**src/rtl/fetch_queue.sv**
```systemverilog
// Instruction-fetch front end: owns the fetch PC, issues word requests,
// and buffers returned instructions with PC/PC+4 for the decode stage.
module fetch_queue #(
    parameter int                    WIDTH_DATA = 32,
    parameter int                    WIDTH_ADDR = 32,
    parameter int                    DEPTH      = 4,
    parameter logic [WIDTH_ADDR-1:0] RESET_PC   = '0
) (
    input  logic                  clk,
    input  logic                  rst,
    output logic                  imem_req_valid,
    input  logic                  imem_req_ready,
    output logic [WIDTH_ADDR-1:0] imem_req_addr,
    input  logic                  imem_rsp_valid,
    input  logic [WIDTH_DATA-1:0] imem_rsp_data,
    input  logic                  redirect_valid,
    input  logic [WIDTH_ADDR-1:0] redirect_pc,
    output logic                  out_valid,
    input  logic                  out_ready,
    output logic [WIDTH_DATA-1:0] out_instr,
    output logic [WIDTH_ADDR-1:0] out_pc,
    output logic [WIDTH_ADDR-1:0] out_pcplus4
);

    localparam int PW = $clog2(DEPTH);
    localparam int CW = PW + 1;
    localparam logic [CW+1:0] DEPTH_W = (CW+2)'(DEPTH);
    localparam logic [WIDTH_ADDR-1:0] FOUR = WIDTH_ADDR'(4);

    typedef struct packed {
        logic [WIDTH_DATA-1:0] instr;
        logic [WIDTH_ADDR-1:0] pc;
    } entry_t;

    entry_t                fifo_q [DEPTH];
    logic [PW-1:0]         wr_ptr_q;
    logic [PW-1:0]         rd_ptr_q;
    logic [CW-1:0]         count_q;
    logic [CW-1:0]         inflight_q;
    logic [CW-1:0]         drop_q;
    logic [WIDTH_ADDR-1:0] fetch_pc_q;
    logic [WIDTH_ADDR-1:0] rsp_pc_q;

    logic [CW+1:0]         used;
    logic                  credit_ok;
    logic                  req_fire;
    logic                  rsp_drop;
    logic                  rsp_push;
    logic                  pop;
    logic [CW-1:0]         owed;
    logic [CW-1:0]         drop_redir;
    logic [WIDTH_ADDR-1:0] target;
    entry_t                head;
    logic                  unused_pc_lsb;

    // Cancelled-but-unanswered requests still hold a slot until they return.
    assign used = {2'b00, count_q} + {2'b00, inflight_q} + {2'b00, drop_q};
    assign credit_ok = used < DEPTH_W;

    assign imem_req_valid = !rst && !redirect_valid && credit_ok;
    assign imem_req_addr  = rst ? '0 : fetch_pc_q;
    assign req_fire       = imem_req_valid && imem_req_ready;

    assign rsp_drop = imem_rsp_valid && (drop_q != '0);
    assign rsp_push = imem_rsp_valid && (drop_q == '0) && (inflight_q != '0);

    assign target        = {redirect_pc[WIDTH_ADDR-1:2], 2'b00};
    assign unused_pc_lsb = ^redirect_pc[1:0];

    // A response landing in the redirect cycle is already counted as dropped.
    assign owed       = drop_q + inflight_q;
    assign drop_redir = owed - CW'(imem_rsp_valid && (owed != '0));

    assign head        = fifo_q[rd_ptr_q];
    assign out_valid   = !rst && (count_q != '0);
    assign pop         = out_valid && out_ready;
    assign out_instr   = out_valid ? head.instr : '0;
    assign out_pc      = out_valid ? head.pc : '0;
    assign out_pcplus4 = out_valid ? head.pc + FOUR : '0;

    always_ff @(posedge clk) begin
        if (rst) begin
            fetch_pc_q <= RESET_PC;
            rsp_pc_q   <= RESET_PC;
            count_q    <= '0;
            inflight_q <= '0;
            drop_q     <= '0;
            wr_ptr_q   <= '0;
            rd_ptr_q   <= '0;
        end else if (redirect_valid) begin
            fetch_pc_q <= target;
            rsp_pc_q   <= target;
            count_q    <= '0;
            inflight_q <= '0;
            drop_q     <= drop_redir;
            wr_ptr_q   <= '0;
            rd_ptr_q   <= '0;
        end else begin
            if (req_fire) begin
                fetch_pc_q <= fetch_pc_q + FOUR;
            end
            if (rsp_drop) begin
                drop_q <= drop_q - CW'(1);
            end
            if (rsp_push) begin
                rsp_pc_q <= rsp_pc_q + FOUR;
                wr_ptr_q <= wr_ptr_q + PW'(1);
            end
            if (pop) begin
                rd_ptr_q <= rd_ptr_q + PW'(1);
            end
            inflight_q <= inflight_q + CW'(req_fire) - CW'(rsp_push);
            count_q    <= count_q + CW'(rsp_push) - CW'(pop);
        end
    end

    always_ff @(posedge clk) begin
        if (!rst && !redirect_valid && rsp_push) begin
            fifo_q[wr_ptr_q] <= '{instr: imem_rsp_data, pc: rsp_pc_q};
        end
    end

endmodule

```
**config.mk**
```make
export PLATFORM = sky130hd
export DESIGN_NAME = fetch_queue
export DESIGN_NICKNAME = d
export VERILOG_FILES = /design/src/rtl/fetch_queue.sv
export SDC_FILE = /design/constraint.sdc
export NUM_CORES = 1
export LEC_CHECK = 0
export BUFFER_PORTS_ARGS = -buffer_cell sky130_fd_sc_hd__buf_2
export CAP_MARGIN = 40
export CORE_ASPECT_RATIO = 2
export CORE_UTILIZATION = 50
export CTS_CLUSTER_DIAMETER = 150
export CTS_CLUSTER_SIZE = 12
export DETAILED_ROUTE_END_ITERATION = 8
export PLACE_DENSITY = 0.73
export SETUP_SLACK_MARGIN = 0.02
export SYNTH_ARGS = -nofsm -noshare
export SYNTH_HDL_FRONTEND = slang
export SYNTH_SLANG_ARGS = --single-unit
```
**constraint.sdc**
```tcl
create_clock -name clk -period 10.33 [get_ports clk]
set_input_delay 1.033 -clock clk [delete_from_list [all_inputs] [get_ports clk]]
set_output_delay 1.033 -clock clk [all_outputs]
set_load 0.05 [all_outputs]
```
# Yosys cells after proc, flatten, opt, wreduce, memory -nomap -nowiden
# Memories as Yosys holds them, arrays and structs flattened. A register that Yosys moved wholly into a read port is not among the register bits.
# Cells that the tools add are included.
# word_totals
ff_bits,77
ramBits,256
word_cells,60
n_memories,1
# op_classes
addsub,14
n_lt_le_gt_ge,1
n_mux,14
n_reduce_logical,21
# mem_list
name,words,word_bits,rd,rd_ports_with_merged_regs,write_ports,line,rtl
fifo_q,4,64,1,1,1,35,entry_t fifo_q [DEPTH];
# ops
op,count
$mux 32,8
$add 32x3->32 const B,3
$reduce_bool 3->1,4
$logic_and 1x1->1,10
$sub 3x1->3,3
$add 3x1->3,2
$mux 3,2
$reduce_bool 2->1,3
$add 4x3->5,1
$lt 5x3->1 const B,1
$add 2x1->2 const B,2
$add 3x3->4,1
$mux 2,2
$add 3x3->3,1
$logic_not 3->1,1
$sub 3x1->3 const B,1
$logic_not 1->1,2
$mux 1,2
$reduce_or 2->1,1

# Depth between registers and ports, before layout
# logic_depth
ltp_word,7
depth_mapped,17
depth_no_buf,15

# Worst setup path before layout
# No wires, ideal clock.
# synth_timing
kind,input port to output port
start,input rst
end,output out_pc[21]
t_arrival_ns,2.914
required_ns,9.297
slack_ns,6.383
path_stages,6
n_path_buf,3
path_cell_list,clkbuf_1 -> or2_2 -> inv_1 -> clkbuf_1 -> clkbuf_1 -> and2_1
# synth_between
elab_chain_len,3
# synth_rtl
item,line,rtl
from (decl),10,"input logic rst,"
$logic_not 1->1,75,assign out_valid = !rst && (count_q != '0);
$logic_and 1x1->1,75,
named net out_valid,18,"output logic out_valid,"
$mux 32,78,assign out_pc = out_valid ? head.pc : '0;
to (decl),21,"output logic [WIDTH_ADDR-1:0] out_pc,"
# The timed path passes the listed nets, and every way through them passes these cells.

==> results by group <==
GRT
  – Fraction of met1 tracks used by global routing: 24.30%
  – First-pass GRT wire length: 49.62 mm
  – Overall track demand over capacity in global routing: 21.63%
  – Pin count of the biggest net entering global routing: 73
  – Global Route met2 Usage: 39.82%
  – Top Usage Layer GRT: met2
  – Number of antenna violations at the first check in global routing: 2
  – Overall overflow remaining after global route: 0
  – Vias in the first global route: 9527
  – Met3 track utilization from global routing: 2.373%

Critical path
  – Critical path fanouts, max: 33
  – Crit path launch type: flop
  – Critical Path Max Stage Delay: 0.73 ns
  – Worst path top cell family by delay: simple AND/OR/NAND/NOR gates
  – Required time of the critical path: 9.30 ns
  – Critical path arrival: 4.04 ns
  – Crit path buffers/inverters: 2
  – Capturing element type of the critical path: output port
  – Setup Crit Path Kind: flop to output port
  – Launch instance of the worst register-to-register path: inflight_q[1]$_SDFF_PP0_
  – Cell chain of the critical path: buf_4, mux4_2, nand3_1, nor3_2, nand4_1, xor2_1, nor2_1, buf_2
  – Cell type of the slowest stage on the worst timing path: sky130_fd_sc_hd__dfxtp_4

Synthesis
  – Proportion of register bits with asynchronous set or reset after synthesis: 0%
  – Mean Syn Cell Area: 13.60 sq um
  – Sequential element share of the synthesized area: 61.63%
  – Number of enable flip-flop cells after synthesis: 248
  – Biggest area contributors in the synthesized netlist: sky130_fd_sc_hd__edfxtp_1, sky130_fd_sc_hd__dfxtp_1, sky130_fd_sc_hd__mux4_2
  – Portion of synthesized cell area occupied by the leading cell type: 51.29%
  – Main flop type after synthesis: sky130_fd_sc_hd__edfxtp_1
  – Number of library cell types mapped by synthesis: 59
  – Count of synthesis-stage warnings from yosys: 0
  – Post-synthesis cell type with the largest combined area: sky130_fd_sc_hd__edfxtp_1
  – Instance count of the mapped netlist: 1068
  – Yosys reg bits: 323
  – Netlist Area Pre-Place: 0.01452 sq mm

STA
  – Timing-limited maximum frequency: 197.2 MHz
  – Final hold violation count: 0
  – Setup repair after global routing missed its margin: no
  – Hold_ws: 0.5243 ns
  – Period Utilization, post-route: 49.08%
  – Worst-case setup margin in the final layout: 5.260 ns
  – Period minus WS final: 5.070 ns
  – Total negative slack: 0 ns
  – Endpoints failing setup: 0
  – Slew HR: 40.95%
  – Maximum clock skew at final layout: 0.02328 ns
  – Number of slew-limit violations in the final report: 0
  – Slew at the pin with the worst max-slew slack: 0.8825 ns

Detailed routing
  – Mean routed wirelength per cell: 19.41 um
  – Drt first pass iters: 6
  – Via count of the routed design: 9258
  – Final wirelength: 31.61 mm
  – Ratio of routed vias to standard cells: 5.687
  – DRC violations left: 0
  – Violation count after the first detailed-route iteration: 591
  – DRT antenna net count: 0

Layout
  – Commonest cells after routing, fill and taps aside: sky130_fd_sc_hd__edfxtp_1, sky130_fd_sc_hd__buf_2, sky130_fd_sc_hd__nor2_1
  – Non-filler cells in the finished layout: 1628
  – Fill count: 2265
  – Final standard cell area without fillers: 0.01671 sq mm
  – Number of nets in the layout: 1342
  – Leading cell type in the layout, fill and taps excluded: sky130_fd_sc_hd__edfxtp_1
  – Final core utilization: 58.81%
  – Fraction of layout cells with a size suffix above 1: 25.04%
  – Area growth syn-to-layout: 15.08%

Placement
  – Count of input and output buffers: 191
  – Worst setup timing slack at the placement stage: 5.612 ns
  – Post-Place Cell Area: 0.01585 sq mm
  – Final Wtd Congestion: 0.8625
  – Placed instance count: 1572
  – Hpwl dp: 21.03 mm

Pwr
  – Worst IR Drop VDD: 112.1 uV
  – Share of power burned in the clock network: 37.9%
  – Sequential Power Share: 55.2%
  – Switching Share: 22.72%
  – Pwr Total: 2.627 mW
  – Switch Pwr: 0.5968 mW
  – Internal power: 2.030 mW
  – LEAKAGE: 5.970 nW
  – Power per standard cell area: 157.2 mW/mm^2
  – Comb pwr share: 6.9%

Floorplan
  – Core Box Area: 0.02841 sq mm
  – Area of the die: 0.02977 sq mm
  – Die Y-Extent: 243 um
  – IO Count: 200
  – Number of core rows: 87
  – Overall die width: 122.5 um
  – Effective utilization at floorplan: 51.11%

Clock network
  – Clock tree from TritonCTS: built
  – # hold bufs at CTS: 0
  – Root Buffer Master: sky130_fd_sc_hd__clkbuf_16
  – Clock latency on the worst-skew pair: 0.57 ns
  – Maximum root-to-sink buffer count: 3
  – Number of levels in the clock H-tree: 1
  – Number of buffers inserted during clock tree synthesis: 30
  – Number of buffers inserted by post-CTS setup repair: 0
  – Number of gates resized after cts: 0
  – Clock slew at the register clock pins of the worst setup and hold paths: 0.06 ns
  – Sinks on the clock net: 323

Job
  – Max Cap Violations: 0

Min path
  – Type of the most critical hold path: flop to flop
  – Worst Min Path Start: rsp_pc_q[31]$_SDFFE_PP0P_

Outcome
  – Outcome: completed
==> sequential cells by signal, indices dropped and copies added (netlist names), named ones only <==
name	flops
inflight_q	3
fetch_pc_q	30
rsp_pc_q	30
rd_ptr_q	2
count_q	3
wr_ptr_q	2
fifo_q	248
drop_q	3
==> logic make-up after synthesis <==
| family | after synthesis | synth area share (%) |
|---|---|---|
| simple gates | 379 | 13.93 |
| flops | 323 | 61.63 |
| compound gates | 111 | 4.998 |
| buf+inv | 95 | 2.973 |
| xor+xnor | 69 | 4.162 |
| mux | 66 | 9.901 |
| fa+ha+maj | 24 | 2.378 |
| other cells | 1 | 0.02583 |
==> final cells by class <==
type	count	area [sq um]	share of cell area (%)
Sequential cell	323	8954	53.58
Multi-Input combinational cell	655	5164	30.90
Timing Repair Buffer	208	1176	7.039
Clock buffer	53	837.1	5.009
Tap cell	356	445.4	2.666
Inverter	30	112.6	0.6739
Clock inverter	1	16.27	0.09734
Antenna cell	2	5.005	0.02995
==> per-layer routing <==
metal,routed length (um),up-vias
met4,1029,0
met2,17250,268
met3,1461,63
li1,-,4322
met5,0,-
met1,11860,4605
==> Yosys cell counts (4+ instances only) <==
| cell type | number |
|---|---|
| sky130_fd_sc_hd__nor4_1 | 7 |
| sky130_fd_sc_hd__a21boi_0 | 9 |
| sky130_fd_sc_hd__buf_4 | 12 |
| sky130_fd_sc_hd__a211oi_1 | 7 |
| sky130_fd_sc_hd__nor3_1 | 6 |
| sky130_fd_sc_hd__nor2b_1 | 32 |
| sky130_fd_sc_hd__clkbuf_1 | 35 |
| sky130_fd_sc_hd__or4_1 | 4 |
| sky130_fd_sc_hd__nand2_1 | 68 |
| sky130_fd_sc_hd__ha_1 | 18 |
| sky130_fd_sc_hd__or2_2 | 5 |
| sky130_fd_sc_hd__a31oi_1 | 22 |
| sky130_fd_sc_hd__buf_2 | 9 |
| sky130_fd_sc_hd__or3_1 | 17 |
| sky130_fd_sc_hd__nor2_1 | 75 |
| sky130_fd_sc_hd__dfxtp_1 | 75 |
| sky130_fd_sc_hd__nand3_1 | 32 |
| sky130_fd_sc_hd__o21ai_0 | 15 |
| sky130_fd_sc_hd__mux4_2 | 62 |
| sky130_fd_sc_hd__a21oi_1 | 29 |
| sky130_fd_sc_hd__edfxtp_1 | 248 |
| sky130_fd_sc_hd__o21a_1 | 4 |
| sky130_fd_sc_hd__and2_1 | 69 |
| sky130_fd_sc_hd__xnor2_1 | 34 |
| sky130_fd_sc_hd__and4_1 | 10 |
| sky130_fd_sc_hd__xor2_1 | 35 |
| sky130_fd_sc_hd__inv_1 | 29 |
| sky130_fd_sc_hd__nand4_1 | 23 |
| sky130_fd_sc_hd__o211ai_1 | 8 |
| sky130_fd_sc_hd__fa_1 | 6 |
| sky130_fd_sc_hd__and3_1 | 18 |
| sky130_fd_sc_hd__buf_1 | 7 |
==> final timing paths <==
| check | endpoint | slack [ns] | cells past startpoint |
|---|---|---|---|
| worst max-delay path | out_pcplus4[28] | 5.26 | 8 |
| worst min-delay path | fifo_q[2][31]$_DFFE_PP_ | 0.52 | 0 |
| worst max register to register | inflight_q[2]$_SDFF_PP0_ | 5.78 | 14 |
| worst min register to register | fifo_q[2][31]$_DFFE_PP_ | 0.52 | 0 |
==> power groups by stage <==
stage | logic (mW) | clock network [mW] | registers [mW]
floorplan | 0.134 | 0 | 1.47
global placement | 0.178 | 0 | 1.47
detailed placement | 0.182 | 0 | 1.48
CTS | 0.183 | 1.02 | 1.45
global route | 0.201 | 1.06 | 1.45
finish | 0.182 | 0.996 | 1.45
Power figures use the tool's default switching activity.
